==> src/rtl/char_match.sv <==
// rtl/char_match.sv - glyph template matcher: best XNOR-popcount score over NUM_TMPL 16x16 templates.
// Optional reject flag is built only when CHAR_MATCH_REJECT_EN is defined.
module char_match #(
  parameter int         NUM_TMPL      = 10,
  parameter logic [8:0] REJECT_THRESH = 9'd200
) (
  input  logic        clk,
  input  logic        rst_n,
  input  logic        start,
  output logic        busy,
  output logic        done,
  output logic [3:0]  tmpl_sel,
  output logic [3:0]  row_addr,
  input  logic [0:15] tmpl_row,
  input  logic [0:15] samp_row,
  output logic [3:0]  best_digit,
  output logic [8:0]  best_score,
  output logic        reject
);

  localparam logic [3:0] LAST_TMPL = 4'(NUM_TMPL - 1);

  if (NUM_TMPL < 1 || NUM_TMPL > 16) begin : g_bad_num_tmpl
    $error("char_match: NUM_TMPL must be 1..16");
  end
  if (REJECT_THRESH > 9'd256) begin : g_bad_thresh
    $error("char_match: REJECT_THRESH must be 0..256");
  end

  typedef enum logic [1:0] {IDLE, SCAN, DRAIN, DONE} state_t;

  state_t     state;
  logic       drain_cnt;
  logic       rd_valid;
  logic [3:0] rd_tmpl;
  logic [3:0] rd_row;
  logic [8:0] acc;
  logic [8:0] best_int;
  logic [3:0] best_idx;
  logic [4:0] row_score;
  logic [8:0] new_sum;

  // Row 0 of each template starts a fresh sum, so the accumulator never needs a dead cycle.
  always_comb begin
    row_score = '0;
    for (int i = 0; i < 16; i++) begin
      row_score = row_score + 5'(~(tmpl_row[i] ^ samp_row[i]));
    end
    new_sum = ((rd_row == 4'd0) ? 9'd0 : acc) + 9'(row_score);
  end

  always_ff @(posedge clk or negedge rst_n) begin
    if (!rst_n) begin
      state      <= IDLE;
      drain_cnt  <= 1'b0;
      busy       <= 1'b0;
      done       <= 1'b0;
      tmpl_sel   <= '0;
      row_addr   <= '0;
      best_digit <= '0;
      best_score <= '0;
`ifdef CHAR_MATCH_REJECT_EN
      reject     <= 1'b0;
`endif
    end else begin
      done <= 1'b0;
      case (state)
        IDLE: begin
          if (start) begin
            state    <= SCAN;
            busy     <= 1'b1;
            tmpl_sel <= '0;
            row_addr <= '0;
          end
        end
        SCAN: begin
          if (row_addr == 4'd15) begin
            row_addr <= '0;
            if (tmpl_sel == LAST_TMPL) begin
              tmpl_sel  <= '0;
              state     <= DRAIN;
              drain_cnt <= 1'b0;
            end else begin
              tmpl_sel <= tmpl_sel + 4'd1;
            end
          end else begin
            row_addr <= row_addr + 4'd1;
          end
        end
        DRAIN: begin
          // Two cycles: one for the read latency, one for the last accumulate/compare.
          if (drain_cnt) begin
            state      <= DONE;
            done       <= 1'b1;
            best_digit <= best_idx;
            best_score <= best_int;
`ifdef CHAR_MATCH_REJECT_EN
            reject     <= (best_int < REJECT_THRESH);
`endif
          end else begin
            drain_cnt <= 1'b1;
          end
        end
        DONE: begin
          state <= IDLE;
          busy  <= 1'b0;
        end
        default: state <= IDLE;
      endcase
    end
  end

  always_ff @(posedge clk or negedge rst_n) begin
    if (!rst_n) begin
      rd_valid <= 1'b0;
      rd_tmpl  <= '0;
      rd_row   <= '0;
      acc      <= '0;
      best_int <= '0;
      best_idx <= '0;
    end else begin
      rd_valid <= (state == SCAN);
      rd_tmpl  <= tmpl_sel;
      rd_row   <= row_addr;
      if (rd_valid) begin
        acc <= new_sum;
        // Strictly greater keeps the lower index on ties; template 0 always seeds the best.
        if (rd_row == 4'd15 && (rd_tmpl == 4'd0 || new_sum > best_int)) begin
          best_int <= new_sum;
          best_idx <= rd_tmpl;
        end
      end
    end
  end

`ifndef CHAR_MATCH_REJECT_EN
  assign reject = 1'b0;
`endif

endmodule

==> config.mk <==
export PLATFORM = sky130hd
export DESIGN_NAME = char_match
export DESIGN_NICKNAME = d
export VERILOG_FILES = /design/src/rtl/char_match.sv
export SDC_FILE = /design/constraint.sdc
export NUM_CORES = 1
export LEC_CHECK = 0
export ABC_AREA = 1
export CAP_MARGIN = 40
export CORE_ASPECT_RATIO = 1.5
export CORE_MARGIN = 10
export CORE_UTILIZATION = 40
export CTS_BUF_LIST = sky130_fd_sc_hd__clkbuf_4 sky130_fd_sc_hd__clkbuf_8
export DETAILED_ROUTE_END_ITERATION = 8
export PLACE_DENSITY = 0.73
export REMOVE_ABC_BUFFERS = 1
export SETUP_SLACK_MARGIN = 0.3
export SLEW_MARGIN = 20
export SYNTH_ARGS = -nofsm -noshare
export SYNTH_HDL_FRONTEND = slang
export SYNTH_SLANG_ARGS = --single-unit
==> constraint.sdc <==
create_clock -name clk -period 4.8 [get_ports clk]
set_input_delay 0.96 -clock clk [delete_from_list [all_inputs] [get_ports clk]]
set_output_delay 0.96 -clock clk [all_outputs]
set_load 0.05 [all_outputs]
# After elaboration in Yosys (flattened, before gate mapping)
# Cells that the tools add are included.
[totals]
reg_bits = 57
input_bits = 35
output_inout_bits = 24
[classes]
n_addsub = 18
magnitude_cmp = 1
n_eq_ne = 10
n_mux = 19
bitwise_logic = 32
reduce_logical = 15
[ops]
columns = ["op", "count"]
rows = [
  ["inverter 1 -> 5 bit", 16],
  ["adder 5 bit", 15],
  ["2-to-1 mux 4 bit", 4],
  ["case mux 4 bit (2 select lines)", 2],
  ["bitwise XOR 1 bit", 16],
  ["== test 4 bit (second input constant)", 3],
  ["adder 9 x 5 -> 9 bit", 1],
  ["> comparator 9 bit", 1],
  ["2-to-1 mux 9 bit", 1],
  ["adder 4 x 1 -> 4 bit (second input constant)", 2],
  ["zero test 4 bit", 2],
  ["2-to-1 mux 2 bit", 4],
  ["inequality test 2 bit (second input constant)", 4],
  ["case mux 2 bit (4 select lines)", 1],
  ["AND reduction 2 bit", 4],
  ["AND reduction 3 bit", 2],
  ["nonzero test 2 bit", 3],
  ["2-to-1 mux 1 bit", 5],
  ["== test 2 bit (second input constant)", 2],
  ["case mux 1 bit (2 select lines)", 2],
  ["AND reduction 4 bit", 1],
  ["== test 2 x 1 -> 1 bit (second input constant)", 1],
  ["zero test 2 bit", 1],
  ["logical AND 1 bit", 1],
  ["logical OR 1 bit", 1],
]

# Longest topological paths before layout
[logic_depth]
ltp_word = 22
mapped_depth = 33
depth_no_buf = 32

# Least setup slack after synthesis
# No wires, ideal clock.
[synth_path]
path_kind = "in2reg"
start = "in tmpl_row[0] (netlist bit)"
end = "reg best_int[0]"
t_arrival_ns = 5.991
required_ns = 4.684
setup_slack_ns = -1.308
stages = 31
path_cell_list = "xnor2_1 fa_1 inv_1 fa_1 inv_1 fa_1 fa_1 ha_1 inv_1 fa_1 inv_1 fa_1 nand3_1 nand3_1 nand2_1 nand2_1 nand2_1 nand2_1 nand2_1 inv_1 ha_1 nand2_1 nor2_4 nand3b_1 nand3_1 nand2_2 nand2_4 nand2_4 buf_6 nand2_1 nand2_1"
[synth_between]
elab_chain_cells = 22
[synth_rtl]
columns = ["element", "line", "source"]
rows = [
  ["from (decl)", "14", "input logic [0:15] tmpl_row,"],
  ["bitwise XOR 1 bit", "47", "row_score = row_score + 5'(~(tmpl_row[i] ^ samp_row[i]));"],
  ["inverter 1 -> 5 bit", "47", ""],
  ["adder 5 bit (15 in a row)", "47", ""],
  ["adder 9 x 5 -> 9 bit", "49", "new_sum = ((rd_row == 4'd0) ? 9'd0 : acc) + 9'(row_score);"],
  ["named net new_sum[6]", "41", "logic [8:0] new_sum;"],
  ["> comparator 9 bit", "128", "if (rd_row == 4'd15 && (rd_tmpl == 4'd0 || new_sum > best_int)) begin"],
  ["logical OR 1 bit", "128", ""],
  ["logical AND 1 bit", "128", ""],
  ["AND reduction 2 bit (no source line)", "n/a", ""],
  ["to (signal assigned)", "129", "best_int <= new_sum;"],
  ["to (decl)", "38", "logic [8:0] best_int;"],
]
# The timed path passes the listed nets, and every way through them passes these cells.
# A chain may end at the register's enable or synchronous reset.

# Final worst setup path
[layout_path]
start = "in tmpl_row[5] (netlist bit)"
end = "reg best_int[8]"
[layout_between]
elab_chain_cells = 18
[layout_rtl]
columns = ["element", "line"]
rows = [
  ["bitwise XOR 1 bit", "47"],
  ["inverter 1 -> 5 bit", "47"],
  ["adder 5 bit (11 in a row)", "47"],
  ["adder 9 x 5 -> 9 bit", "49"],
  ["named net new_sum[6]", "41"],
  ["> comparator 9 bit", "128"],
  ["logical OR 1 bit", "128"],
  ["logical AND 1 bit", "128"],
  ["AND reduction 2 bit (no source line)", "n/a"],
]
# The timed path passes the listed nets, and every way through them passes these cells.

==> summary.md <==
| Metric | Value |
|---|---|
| Arrival @ worst endpoint | `slightly above 6000 ps` |
| Max capacitance violation total | `0` |
| Clock transition at the registers of the reported paths | `70 ps` |
| Ratio of cells with drive above 1 in the final layout | `0.285` |
| Most frequent cells in the layout | `79 x nand2_1, 57 x dfrtp_1, 52 x inv_1` |
| Largest net degree at the start of global routing | `58` |
| Fmax | `between 150 and 200 MHz` |
| Worst setup margin | `-1150 ps` |
| CP max stage delay | `around 560 ps` |
| Type of origin of the critical path | `input pin` |
| Skew final | `~9 ps` |
| Final Slew Violations | `0` |
| Critical path type | `in2reg` |
| Final WL | `roughly 8200 microns` |
| Register bit total from synthesis | `57` |
| Syn Area/Cell | `slightly below 9 sq um` |
| Fin nets | `about 550` |
| Worst-Margin Slew | `708 ps` |
| YS warnings | `0` |
| Initial Util | `0.407` |
| Detail Route Antenna Nets | `0` |
| DP Worst Slack | `-2090 ps` |
| Row cnt | `41` |
| Drt drc | `0` |
| Most common cell after layout, fill and taps aside | `nand2_1` |
| CTS tree | `yes` |
| Crit path buffers/inverters | `5` |
| H-tree depth | `3` |
| Post-DP HPWL | `around 5700 microns` |
| Failing checks | `setup timing` |
| Diode count | `0` |
| Worst Path Max Fanout | `8` |
| DRT Pass-1 Iters | `4` |
| Seq/Total Area, Yosys | `0.422` |
| Minimum clock period | `between 5000 and 6000 ps` |
| CP Capture Type | `flip-flop` |
| Slowest cell on crit path | `fa_1` |
| Num ports | `59` |
| Root Driver | `clkbuf_8` |
| WL per Instance | `~14 microns` |
| Core Region | `between 0.008 and 0.009 sq mm` |
| Total CTS buffers | `9` |
| First-pass GRT wire length | `13400 microns` |
| Drt first-iter violations | `between 150 and 200` |
| Crit-path leading delay family | `adder cells` |
| Die height | `between 100 and 150 microns` |
| TritonCTS Sinks | `57` |
| Status | `complete, but fails checks` |
| Final setup vio count | `18` |
| Routability cong. | `0.830` |
| Number of global-route vias before repair | `3039` |
| Grt total ovfl | `0` |
| Die area | `roughly 0.013 sq mm` |
| Synthesized area | `0.00338 sq mm` |
| Post-Syn Instances | `389` |
| Rel. slew slack | `0.528` |
| DR vias | `around 2.9k` |
| Req. time, crit path | `a little over 5000 ps` |
| Later-pin clock latency in the skew report | `approximately 340 ps` |
| Port bufs | `57` |
| Post-synth cell types | `34` |
| Bufs on Longest Clock Path | `2` |
| Gr usage total | `0.132` |
| RSZ-0062 raised after global routing | `yes` |
| Hold Crit Class | `reg2reg` |
| Area grow syn2layout | `42.6%` |
| DR vias/cell | `4.83` |
| Number of fill cells | `716` |
| Final period util | `1.24` |
| Die width | `95.1 microns` |
| Antenna violations before repair | `0` |
| Final Hold Vio Count | `0` |
final timing paths:
kind / end / startpoint / depth (start not counted) / slack (ps)
max in group asynchronous: acc[4] / rst_n / 2 / 3570
worst max-delay path: best_int[8] / tmpl_row[5] / 30 / -1150
min in group asynchronous: best_digit[0] / rst_n / 2 / 760
worst min register to register: rd_tmpl[2] / tmpl_sel[2] / 0 / 410
worst max register to register: best_int[8] / rd_row[1] / 24 / 1540
worst min-delay path: rd_tmpl[2] / tmpl_sel[2] / 0 / 410
worst register-to-register path: cells and delay by family (launching register included):
| family | cells | cell delay [ps] |
|---|---|---|
| and+or+nand+nor | 19 | 1650 |
| DFF | 1 | 380 |
| buffers and inverters | 2 | 250 |
| adders and majority gates | 3 | 840 |
metrics by stage:
stage,TNS [ps],area [sq um],utilization,std cells,hold WS [ps]
final,-16850,4820,0.580,594,406
after global routing,-20260,4820,0.580,594,429
after CTS,-15970,4660,0.561,590,414
after detailed placement,-34490,4150,0.499,561,399
after global placement,-32290,4150,0.499,561,398
after floorplan,-18290,3340,-,382,442
flip-flops by register name, summed over array words and instances (netlist names), 2 cells and up:
register    flops
best_idx        4
state           2
rd_tmpl         4
row_addr        4
acc             9
rd_row          4
best_score      9
tmpl_sel        4
best_int        9
best_digit      4
kinds of logic after synthesis:
kind of cell / synth area share
and+or+nand+nor: 0.216
adders and majority gates: 0.161
DFF: 0.422
other: 0.00111
buffers and inverters: 0.0781
AOI/OAI and AO/OA: 0.0651
xor gates and xnor gates: 0.0570
cell type report:
class,instances,area (sq um),area share
Multi-Input combinational cell,269,2060,0.427
Sequential cell,57,1430,0.296
Timing Repair Buffer,87,796,0.165
Inverter,58,218,0.0451
Tap cell,107,134,0.0278
Clock buffer,10,131,0.0272
Clock inverter,6,58.8,0.0122
routing by layer:
| layer | GRT usage | vias up | routed length, microns |
|---|---|---|---|
| met2 | 0.248 | 63 | 4680 |
| met5 | 0 | - | 0 |
| met4 | 0.0718 | 0 | 269 |
| met3 | 0.0266 | 19 | 398 |
| li1 | - | 1413 | - |
| met1 | 0.126 | 1375 | 2830 |
cells in the mapped netlist (all sizes together):
cell type / count / area, sq um
nand2: 108 / 430
inv: 58 / 218
dfrtp: 57 / 1430
ha: 26 / 325
nand3: 25 / 130
nor2: 25 / 120
o21ai: 25 / 129
xnor2: 13 / 114
a21oi: 11 / 58.8
fa: 11 / 220
xor2: 9 / 78.8
buf: 4 / 35.0
clkbuf: 3 / 11.3
o22ai: 3 / 18.8
and3: 2 / 12.5
nand4: 2 / 12.5
nor3: 2 / 10.0
a21o: 1 / 7.51
a31oi: 1 / 6.26
conb: 1 / 3.75
nand3b: 1 / 7.51
or2: 1 / 6.26
what timing repair did:
item,CTS,global route
gates cloned,2,0
gates resized for setup,117,36
hold buffers,0,0
setup buffers,11,4
setup endpoints to repair,21,21
pin swaps,47,30
Power is left out: the tool's default activity adds up to more than one toggle a clock period on the data nets, which glitch-free logic cannot reach.
